**src/rtl/ternary_serial_subtractor_8trit.sv**
```systemverilog
// ternary_serial_subtractor_8trit: bit-serial balanced-ternary a - b + cin, one trit per cycle, LST first.
// Trit encoding: 00 = zero, 01 = +1, 10 = -1, 11 = illegal.
package ternary_pkg;
    typedef logic [1:0] trit_t;
    localparam trit_t T_ZERO = 2'b00;
    localparam trit_t T_POS  = 2'b01;
    localparam trit_t T_NEG  = 2'b10;
endpackage

module ternary_serial_subtractor_8trit
    import ternary_pkg::*;
(
    input  logic        clk,
    input  logic        rst_n,
    input  logic        in_valid,
    output logic        in_ready,
    input  trit_t [7:0] a,
    input  trit_t [7:0] b,
    input  trit_t       cin,
    output logic        out_valid,
    input  logic        out_ready,
    output trit_t [7:0] diff,
    output trit_t       cout,
    output logic        zero,
    output trit_t       sign,
    output logic        err
);
    typedef enum logic [1:0] {IDLE, RUN, DONE} state_t;

    state_t      state;
    logic [2:0]  i;
    trit_t [7:0] a_r, b_r;
    trit_t       carry, s, nc;
    logic signed [2:0] t;
    logic        bad;

    // Illegal codes decode to 0, so they drop out of the arithmetic naturally.
    function automatic logic signed [2:0] val(input trit_t x);
        return x == T_POS ? 3'sd1 : x == T_NEG ? -3'sd1 : 3'sd0;
    endfunction

    always_comb begin
        t = val(a_r[i]) - val(b_r[i]) + val(carry);
        nc = t > 3'sd1 ? T_POS : t < -3'sd1 ? T_NEG : T_ZERO;
        s = (t == 3'sd1 || t == -3'sd2) ? T_POS : (t == -3'sd1 || t == 3'sd2) ? T_NEG : T_ZERO;
    end

    always_comb begin
        bad = 1'b0;
        for (int k = 0; k < 8; k++) bad = bad | (a[k] == 2'b11) | (b[k] == 2'b11);
    end

    assign in_ready  = state == IDLE;
    assign out_valid = state == DONE;
    assign zero      = diff == '0 && cout == T_ZERO;

    always_ff @(posedge clk) begin
        if (!rst_n) begin
            state <= IDLE;
            i     <= '0;
            carry <= T_ZERO;
            diff  <= '0;
            cout  <= T_ZERO;
            sign  <= T_ZERO;
            err   <= 1'b0;
        end else begin
            case (state)
                IDLE: if (in_valid) begin
                    a_r   <= a;
                    b_r   <= b;
                    carry <= cin;
                    i     <= '0;
                    diff  <= '0;
                    cout  <= T_ZERO;
                    sign  <= T_ZERO;
                    err   <= bad;
                    state <= RUN;
                end
                RUN: begin
                    diff[i] <= s;
                    carry   <= nc;
                    i       <= i + 3'd1;
                    if (s != T_ZERO) sign <= s;
                    // The final carry is the most significant trit, so it overrides sign last.
                    if (i == 3'd7) begin
                        cout  <= nc;
                        state <= DONE;
                        if (nc != T_ZERO) sign <= nc;
                    end
                end
                DONE: if (out_ready) state <= IDLE;
                default: state <= IDLE;
            endcase
        end
    end
endmodule

```
**config.mk**
```make
export PLATFORM = sky130hd
export DESIGN_NAME = ternary_serial_subtractor_8trit
export DESIGN_NICKNAME = d
export VERILOG_FILES = /design/src/rtl/ternary_serial_subtractor_8trit.sv
export SDC_FILE = /design/constraint.sdc
export NUM_CORES = 1
export LEC_CHECK = 0
export CAP_MARGIN = 20
export CORE_ASPECT_RATIO = 0.75
export CORE_MARGIN = 3
export CORE_UTILIZATION = 55
export DETAILED_ROUTE_END_ITERATION = 7
export PLACE_DENSITY = 0.95
export SETUP_SLACK_MARGIN = 0.1
export SLEW_MARGIN = 10
export SYNTH_ARGS = -nofsm -noshare
export SYNTH_HDL_FRONTEND = slang
export SYNTH_SLANG_ARGS = --single-unit
```
**constraint.sdc**
```tcl
create_clock -name clk -period 5.53 [get_ports clk]
set_input_delay 1.106 -clock clk [delete_from_list [all_inputs] [get_ports clk]]
set_output_delay 1.106 -clock clk [all_outputs]
set_load 0.02 [all_outputs]
```
### Word-level counts from Yosys, hierarchy flattened

Cells that the tools add are included.

* add/subtract/negate cells: 3
* order comparisons: 4
* eq/ne operators: 32
* mux-type cells: 34
* bitwise gates (word level): 15
* reduce and logical (&&, ||, !) cells: 15

Operators by type and width (count)
* 2-bit == test (second input constant): 20
* 2-bit two-way mux: 16
* 16-bit one-hot mux with 2 select lines: 1
* 3-bit two-way mux: 7
* 16-bit bitwise mux: 1
* 16-bit zero test: 1
* 16-bit two-way mux: 1
* 1-bit bitwise OR: 15
* 2-bit binary-select mux with 3-bit select: 2
* 2-bit one-hot mux with 2 select lines: 3
* 3-bit AND reduction: 3
* 2-bit by 1-bit == test with 1-bit output (second input constant): 4
* 2-bit demux with 3-bit select: 1
* 3-bit by 2-bit == test with 1-bit output (second input constant): 2
* 3-bit == test (second input constant): 2
* 2-bit one-hot mux with 3 select lines: 1
* 3-bit one-hot mux with 2 select lines: 1
* 2-bit nonzero test: 3
* 2-bit zero test: 2
* 3-bit by 4-bit less-than comparator with 1-bit output (second input constant): 1
* 2-bit != test (second input constant): 2
* 2-bit AND reduction: 2
* 3-bit by 1-bit adder with 3-bit output (second input constant): 1
* 3-bit adder: 1
* other kinds (8): 10

* flip-flop bits (word level): 60
* output and inout bits: 24

### Logic depth before layout (Yosys ltp)

Gate-level depths: netlist of the first run.

* word-level depth: 16
* gate-level depth with buffers: 16
* depth with buffers taken out: 15

### Worst setup path after synthesis of the first run

OpenSTA, ideal clock, no wires.

* path type: input -> register
* start point: in in_valid
* end point: reg a_r[0] in the netlist's numbering (enable)
* arrival time: 3.240 ns
* required time: 5.109 ns
* path slack: 1.868 ns
* stages: 4
* cells stage by stage: or3b_2 clkbuf_1 buf_6 nor2_1

* longest elaborated chain between the ends: 1

Ends and longest elaborated chain
* from (decl): RTL line 15 `input logic in_valid,`
* 3-bit AND reduction (no line)
* to (signal assigned): RTL line 69 `a_r <= a;`
* to (decl): RTL line 32 `trit_t [7:0] a_r, b_r;`

Every way passes these cells.
A chain may end at the register's enable or synchronous reset.

### Final worst setup path of the first run

* start point: reg i[2]
* end point: reg diff[14] in the netlist's numbering

* longest elaborated chain between the ends: 12
* elaborated cells on any way between the ends: 25
* those cells by class: 2 x add/sub; 2 x order compare; 6 x eq/ne; 13 x mux; 2 x reduce/logical

Ends and longest elaborated chain
* from (decl): RTL line 31 `logic [2:0] i;`
* from (signal assigned): RTL line 82 `i <= i + 3'd1;`
* 2-bit binary-select mux with 3-bit select: RTL line 43 `t = val(a_r[i]) - val(b_r[i]) + val(carry);`
* 2-bit two-way mux (implied by the code): RTL line 43
* 2-bit == test: RTL line 39 `return x == T_POS ? 3'sd1 : x == T_NEG ? -3'sd1 : 3'sd0;`
* 3-bit two-way mux (2 in series): RTL line 39
* 3-bit subtractor: RTL line 43
* 3-bit adder: RTL line 43
* 3-bit by 2-bit == test with 1-bit output: RTL line 45 `s = (t == 3'sd1 || t == -3'sd2) ? T_POS : (t == -3'sd1 || t == 3'sd2) ? T_NEG : T_ZERO;`
* 1-bit logical OR: RTL line 45
* 2-bit two-way mux: RTL line 45
* 16-bit bitwise mux *: RTL line 80 `diff[i] <= s;`
* 16-bit one-hot mux with 2 select lines *: RTL line 67 `case (state)`
* to (signal, indexed assignment): RTL line 80
* to (decl): RTL line 22 `output trit_t [7:0] diff,`

Every way passes the cells marked *; elsewhere a longest branch is shown, timed or not. The select of a mux whose other input is x is not followed.

==> results of run 1 <==
per-stage QoR:
step           utilization  std cells  power (mW)  worst slack (ns)
3_3_place_gp        0.7115        386       1.107             1.458
5_1_grt             0.7515        402       1.631            0.7837
6_report            0.7515        402       1.549             1.074
4_1_cts             0.7515        402       1.541             1.172
2_1_floorplan            -        265      0.9789             1.868
3_5_place_dp        0.7115        386       1.137             1.204
registers in the layout, summed over array words and instances, names as in the netlist:
name / flops
sign: 2
carry: 2
state: 2
a_r: 16
diff: 16
b_r: 16
err: 1
cout: 2
i: 3
layer usage:
| metal | share of wire | vias to the layer above | global-route usage |
|---|---|---|---|
| met2 | 0.48 | 128 | 0.3932 |
| li1 | - | 1120 | - |
| met3 | 0.077 | 18 | 0.08026 |
| met5 | 0 | - | 0 |
| met4 | 0.020 | 0 | 0.07980 |
| met1 | 0.42 | 1187 | 0.3597 |
layout by cell type, fill, tap and decap left out, types with 5 or more instances in the layout:
master	netlist	layout
sky130_fd_sc_hd__ha_1	7	7
sky130_fd_sc_hd__dfxtp_1	28	28
sky130_fd_sc_hd__a22o_1	6	6
sky130_fd_sc_hd__nand3b_1	6	6
sky130_fd_sc_hd__nand2b_1	5	5
sky130_fd_sc_hd__a21oi_1	20	20
sky130_fd_sc_hd__clkdlybuf4s50_1	0	61
sky130_fd_sc_hd__nor2b_1	7	7
sky130_fd_sc_hd__o211ai_1	5	5
sky130_fd_sc_hd__o21a_1	5	5
sky130_fd_sc_hd__inv_1	11	11
sky130_fd_sc_hd__nor2_1	26	25
sky130_fd_sc_hd__nand2_1	16	16
sky130_fd_sc_hd__mux2_2	8	8
sky130_fd_sc_hd__clkbuf_8	2	9
sky130_fd_sc_hd__edfxtp_1	32	32
sky130_fd_sc_hd__a221oi_1	8	8
sky130_fd_sc_hd__nand3_1	11	11
cell type report:
type / instances / area [µm²] / share of cell area
clock inverter: 7 / 76.32 / 0.02027
sequential: 60 / 1521 / 0.4041
clock buffer: 9 / 123.9 / 0.03290
timing repair buffer: 62 / 618.1 / 0.1642
inverter: 11 / 41.29 / 0.01097
multi-input combinational: 181 / 1294 / 0.3436
tap: 72 / 90.09 / 0.02393
power by group through the flow:
stage | Sequential (mW) | Clock (mW) | Combinational (mW)
global placement | 0.529 | 0 | 0.579
detailed placement | 0.530 | 0 | 0.606
CTS | 0.521 | 0.398 | 0.622
floorplan | 0.535 | 0 | 0.444
finish | 0.522 | 0.397 | 0.630
global route | 0.524 | 0.423 | 0.684
Yosys cell counts (2+ instances only):
library cell                 n
sky130_fd_sc_hd__a22oi_1     4
sky130_fd_sc_hd__nand3_1    11
sky130_fd_sc_hd__nor2b_1     7
sky130_fd_sc_hd__edfxtp_1   32
sky130_fd_sc_hd__a22o_1      6
sky130_fd_sc_hd__o21a_1      5
sky130_fd_sc_hd__nor2_1     26
sky130_fd_sc_hd__a221oi_1    8
sky130_fd_sc_hd__or3b_2      2
sky130_fd_sc_hd__and3_1      4
sky130_fd_sc_hd__o21ai_0     3
sky130_fd_sc_hd__nor4_1      4
sky130_fd_sc_hd__mux2i_1     2
sky130_fd_sc_hd__inv_1      11
sky130_fd_sc_hd__ha_1        7
sky130_fd_sc_hd__nand2b_1    5
sky130_fd_sc_hd__o211ai_1    5
sky130_fd_sc_hd__dfxtp_1    28
sky130_fd_sc_hd__fa_1        2
sky130_fd_sc_hd__o22ai_1     3
sky130_fd_sc_hd__buf_1       2
sky130_fd_sc_hd__mux2_2      8
sky130_fd_sc_hd__nand3b_1    6
sky130_fd_sc_hd__or3b_1      4
sky130_fd_sc_hd__clkbuf_8    2
sky130_fd_sc_hd__buf_2       2
sky130_fd_sc_hd__a2bb2oi_1   4
sky130_fd_sc_hd__a31oi_1     2
sky130_fd_sc_hd__clkbuf_1    6
sky130_fd_sc_hd__nand2_1    16
sky130_fd_sc_hd__a21oi_1    20
critical path: cells and delay by family (launching register included):
kind	cells	cell delay [ns]
DFF	1	0.86
AOI/OAI and AO/OA	2	0.60
muxes	3	1.01
adders and majority gates	3	1.66
and+or+nand+nor	2	0.18
kinds of logic (layout without fill, tap and decap cells):
family	after synthesis	count (layout)	synth area share
AO/OA/AOI/OAI	66	66	0.1583
XOR/XNOR	3	3	0.02688
adder cells (fa/ha/maj)	9	9	0.04351
buffers and inverters	24	89	0.04096
flip-flops	60	60	0.5188
multiplexers	11	11	0.04522
AND/OR/NAND/NOR	92	92	0.1664
final timing paths:
kind                          from  cells after the start                     to  slack, ns
max              i[2]$_SDFFE_PN0P_                     10  diff[14]$_SDFFE_PN0P_       1.07
min          carry[0]$_SDFFE_PN0P_                      2  carry[0]$_SDFFE_PN0P_       0.45
max reg2reg      i[2]$_SDFFE_PN0P_                     10  diff[14]$_SDFFE_PN0P_       1.07
min reg2reg  carry[0]$_SDFFE_PN0P_                      2  carry[0]$_SDFFE_PN0P_       0.45
==> results_dict.tcl, run 1 <==
set metrics [dict create \
    timing.setup.critical_path_class "reg2reg" \
    final-setup-viol-count 0 \
    synthDominantAreaCellType "sky130_fd_sc_hd__edfxtp_1" \
    tightest_slew_ns 0.8261 \
    postcts_resize_cnt 0 \
    grt_setup_unrepaired "no" \
    power.net_switching_mw 0.5525 \
    min_period_ns 4.456 \
    placement.io_buffers 61 \
    maxSlewHeadroom 0.4485 \
    pin_count_of_the_biggest_net_entering_global_routing 33 \
    critical_path.slowest_cell "sky130_fd_sc_hd__fa_1" \
    drive_above_1_share 0.1061 \
    grt_antenna_before_repair 0 \
    floorplan.rows 22 \
    final_hpwl_dp_um 5494 \
    first_global_vias 2414 \
    finalHoldWorstSlack_ns 0.4540 \
    final_nets 372 \
    final_cell_area_um2 3765 \
    final_hold_viol_count 0 \
    grt_overflow_total 0 \
    grt_first_pass_wirelength_um 12480 \
    gp_congestion 0.8568 \
    cts-root-buf "sky130_fd_sc_hd__clkbuf_8" \
    fill_cell_instance_count_of_the_final_layout 348 \
    worstPathCellList "mux2_2 -> a22o_1 -> a221oi_1 -> ha_1 -> fa_1 -> fa_1 -> nor2_1 -> mux2i_4 -> mux2_2 -> nor2_1" \
    yosys_register_bits 60 \
    area_overhead_vs_synth_pct 28.37 \
    area_of_placed_instances_um2 3565 \
    fmaxAchievable_mhz 224.4 \
    detailedRoute.firstIterationViolations 277 \
    synth.top_cells.by_area "sky130_fd_sc_hd__edfxtp_1 (33%), sky130_fd_sc_hd__dfxtp_1 (19%), sky130_fd_sc_hd__a21oi_1 (3.4%)" \
    number_of_slew_limit_violations_in_the_final_report 0 \
    pwr-share-seq 0.337 \
    dieHeight_um 69.24 \
    synth.avg_cell_area_um2 11.07 \
    die-area_um2 6254 \
    cts.reportedPaths.clkPinSlew_ns 0.07 \
    tritoncts_num_sinks 60 \
    yosysSeqAreaShare 0.5188 \
    cts_buffers 9 \
    fin_skew_ns 0.008097 \
    syn-cell-area_um2 2933 \
    routedWlPerCell_um 19.07 \
    deepest_clock_path_buffer_count 2 \
    critPathCaptureType "register" \
    swShare 0.3567 \
    floorplan.initialDensity 0.5854 \
    synthFlopType "sky130_fd_sc_hd__edfxtp_1" \
    detail_route.vias_per_cell 6.102 \
    sum_neg_setup_slack_ns 0 \
    num_vias 2453 \
    synth_top_area_share 0.3276 \
    cts_htree_levels 3 \
    max_cap_viols 0 \
    asyncSetResetFlopFracSynth 0 \
    power.ir.vdd_worst_mv 0.2504 \
    syn_nets 312 \
    arrival_ns 4.66 \
    number_of_buffers_inserted_by_post_cts_setup_repair 0 \
    chipWidth_um 90.32 \
    route.antenna.remaining_nets 0 \
    cp_max_fo 23 \
    antenna_cells_inserted 0 \
    run_status "complete, no violations" \
    power-per-cell-area_nw_per_um2 411.5 \
    p_int_mw 0.9966 \
    worst_hold_path_type "reg2reg" \
    grt_use_total 0.2594 \
    critPathRequiredTime_ns 5.73 \
    ios 62 \
    fp.coreArea_um2 5010 \
    power.share.clock 0.257 \
    cts_tree "yes" \
    drt-total-wl_um 7668 \
    timing.final.crit_share 0.8058 \
    post_synth_inst_count 265 \
    leakage_nw 1.332 \
    synth-edff-count 32 \
    ys.warnings.count 0 \
    synth.lib_cells_used.distinct 49 \
    drcViolationCount 0 \
    crit_path_max_incr_delay_ns 0.91 \
    insertion_delay_ns 0.35 \
    firstDrtPassIters 6 \
    comb_power_share 0.406 \
    worstSetupStartpointType "register" \
    cts_hold_repair.buffers 0 \
]
Note: power is estimated with default switching activity, not from simulation.
==> run 2, diff against run 1 <==
--- a/config.mk
+++ b/config.mk
@@ -8,9 +8,9 @@
 export CAP_MARGIN = 20
 export CORE_ASPECT_RATIO = 0.75
 export CORE_MARGIN = 3
-export CORE_UTILIZATION = 55
+export CORE_UTILIZATION = 46
 export DETAILED_ROUTE_END_ITERATION = 7
-export PLACE_DENSITY = 0.95
+export PLACE_DENSITY = 0.86
 export SETUP_SLACK_MARGIN = 0.1
 export SLEW_MARGIN = 10
 export SYNTH_ARGS = -nofsm -noshare
==> constraint.sdc (replaced) <==
create_clock -name clk -period 3.7 [get_ports clk]
set_input_delay 0.74 -clock clk [delete_from_list [all_inputs] [get_ports clk]]
set_output_delay 0.74 -clock clk [all_outputs]
set_load 0.02 [all_outputs]
==> run 2 against run 1 <==
Against the previous run:
- sequential share of layout area is 3.1 points lower
- first-iteration DRC count up 22%
- critical path type unchanged
- sequential power up 49%
- clock-buffer cell count rose by 2
- register-to-register slack worse by 1.0 ns
- routed wire length grew 12%
- highest routed layer unchanged
- largest cell class unchanged
- clock skew shrank 0.00098 ns
- via count is 6.0% higher
- maximum frequency grew 23%
==> results_dict.tcl, run 2 (synthesis gave the netlist of run 1 again) <==
set metrics [dict create \
    timing.critical_path.from "i[2]$_SDFFE_PN0P_" \
    maxSlewHeadroom 0.6237 \
    cts_tree "yes" \
    grt_setup_unrepaired "yes" \
    critPathCapture "diff[12]$_SDFFE_PN0P_" \
    critPathRequiredTime_ns 3.99 \
    insertion_delay_ns 0.35 \
    deepest_clock_path_buffer_count 2 \
    min_period_ns 3.626 \
    power.ir.vdd_worst_mv 0.3276 \
    worst_hold_path_type "reg2reg" \
    timing.critical_path.mode_cell "sky130_fd_sc_hd__fa_2" \
    area_of_placed_instances_um2 3677 \
    cts.reportedPaths.clkPinSlew_ns 0.06 \
    setup.reg_to_reg.worst_slack_ns 0.07 \
    final_hpwl_dp_um 5486 \
    worst_reg2reg_path_endpoint "diff[12]$_SDFFE_PN0P_" \
    tightest_slew_ns 0.5633 \
    met2_usage 0.3499 \
    ff2ff_path_depth 14 \
    worstPathCellList "buf_8 -> nor2b_1 -> a221oi_2 -> a31oi_1 -> a211oi_2 -> ha_2 -> inv_1 -> fa_2 -> fa_2 -> xor3_4 -> mux2i_4 -> buf_12 -> mux2_2 -> nor2_1" \
    reg_top3 "a_r (16), b_r (16), diff (16)" \
    first_global_vias 2449 \
    drcViolationCount 0 \
    grt_first_pass_wirelength_um 12180 \
    cts_hold_repair.buffers 0 \
    tritoncts_num_sinks 60 \
    critPathCaptureType "register" \
    gp_congestion 0.8390 \
    drive_above_1_share 0.2275 \
    global_route.peak_usage_layer "met2" \
    final-setup-viol-count 0 \
    number_of_slew_limit_violations_in_the_final_report 0 \
    power-per-cell-area_nw_per_um2 642.8 \
    cts-root-buf "sky130_fd_sc_hd__clkbuf_8" \
    fp.coreArea_um2 5976 \
    die-area_um2 7380 \
    cts_htree_levels 3 \
    floorplan.rows 24 \
    fmaxAchievable_mhz 275.8 \
    detailedRoute.firstIterationViolations 338 \
    timing.setup.critical_path_class "reg2reg" \
    num_vias 2599 \
    crit-reg2reg-launch "i[2]$_SDFFE_PN0P_" \
    max_cap_viols 0 \
    pin_count_of_the_biggest_net_entering_global_routing 33 \
    critical_path.slowest_cell "sky130_fd_sc_hd__fa_2" \
    routedWlPerCell_um 19.73 \
    grt_use_total 0.2161 \
    placement.io_buffers 61 \
    antenna_cells_inserted 0 \
    worstSetupStartpointType "register" \
    groute.layer.met1.usage 0.2765 \
    mostFrequentLayoutCell "sky130_fd_sc_hd__clkdlybuf4s50_1" \
    grt.met3_usage 0.08056 \
    dieHeight_um 75.15 \
    grt_overflow_total 0 \
    area_overhead_vs_synth_pct 39.59 \
    crit_path_max_incr_delay_ns 0.48 \
    detail_route.vias_per_cell 5.988 \
    ios 62 \
    final_cell_area_um2 4094 \
    chipWidth_um 98.20 \
    firstDrtPassIters 5 \
    sum_neg_setup_slack_ns 0 \
    timing.final.crit_share 0.9801 \
    layout.cells.most_common_list "sky130_fd_sc_hd__clkdlybuf4s50_1 (61), sky130_fd_sc_hd__edfxtp_1 (32), sky130_fd_sc_hd__nor2_1 (25), sky130_fd_sc_hd__dfxtp_1 (25), sky130_fd_sc_hd__buf_4 (22)" \
    final_nets 398 \
    fill_cell_instance_count_of_the_final_layout 396 \
    drt-total-wl_um 8561 \
    leakage_nw 1.507 \
    final_hold_viol_count 0 \
    cts_buffers 9 \
    arrival_ns 3.91 \
    fin_skew_ns 0.007121 \
    grt_antenna_before_repair 0 \
    route.antenna.remaining_nets 0 \
    cp_max_fo 10 \
    floorplan.initialDensity 0.4908 \
    run_status "complete, no violations" \
]
## run 2: worst min path at each step
stage	startpoint	endpoint	depth (start not counted)
2_1_floorplan	carry[0]$_SDFFE_PN0P_	carry[0]$_SDFFE_PN0P_	2
5_1_grt	carry[0]$_SDFFE_PN0P_	carry[0]$_SDFFE_PN0P_	2
4_1_cts	carry[0]$_SDFFE_PN0P_	carry[0]$_SDFFE_PN0P_	2
3_3_place_gp	carry[0]$_SDFFE_PN0P_	carry[0]$_SDFFE_PN0P_	2
3_5_place_dp	carry[0]$_SDFFE_PN0P_	carry[0]$_SDFFE_PN0P_	2
6_report	carry[0]$_SDFFE_PN0P_	carry[0]$_SDFFE_PN0P_	2
## run 2: final cells by class
cell class                 instances  area (µm²)  share of cell area
clock buffer                      11       141.4             0.03454
clock inverter                     5       52.55             0.01284
inverter                          11       41.29             0.01009
multi-input combinational        181        1375              0.3359
sequential                        60        1528              0.3732
tap                               78       97.59             0.02384
timing repair buffer              88       858.3              0.2097
## run 2: worst max-delay path: cells and delay by family, from the launching register on
kind	cells	cell delay [ns]
AO/OA/AOI/OAI	3	0.61
flip-flops	1	0.40
multiplexers	2	0.50
adder cells (fa/ha/maj)	3	1.10
buffers and inverters	3	0.35
XOR/XNOR	1	0.38
AND/OR/NAND/NOR	2	0.23
## run 2: stage by stage
step	instances	hold WS, ns	worst slack [ns]	total power [mW]	utilization
2_1_floorplan	265	0.4318	0.1264	1.463	-
3_3_place_gp	406	0.4434	0.04838	1.788	0.6154
3_5_place_dp	406	0.4648	-0.1209	1.815	0.6154
4_1_cts	423	0.4737	0.1011	2.454	0.6554
5_1_grt	434	0.5164	-0.05931	2.720	0.6851
6_report	434	0.4714	0.07376	2.631	0.6851
## run 2: per-layer routing
metal  share of wire  wire length [µm]
met2            0.48              4100
met1            0.38              3273
met4           0.028               241
met5               0                 0
met3            0.11               946
## run 2: what timing repair did
action	4_1_cts	5_1_grt
gates resized for setup	10	18
pin swaps	3	11
endpoints found under the setup margin	20	20
cloned	0	1
setup buffers	1	10
## run 2: where the power goes
part	switching [mW]	internal, mW
clock	0.263	0.326
combinational	0.620	0.646
sequential	0.0320	0.745
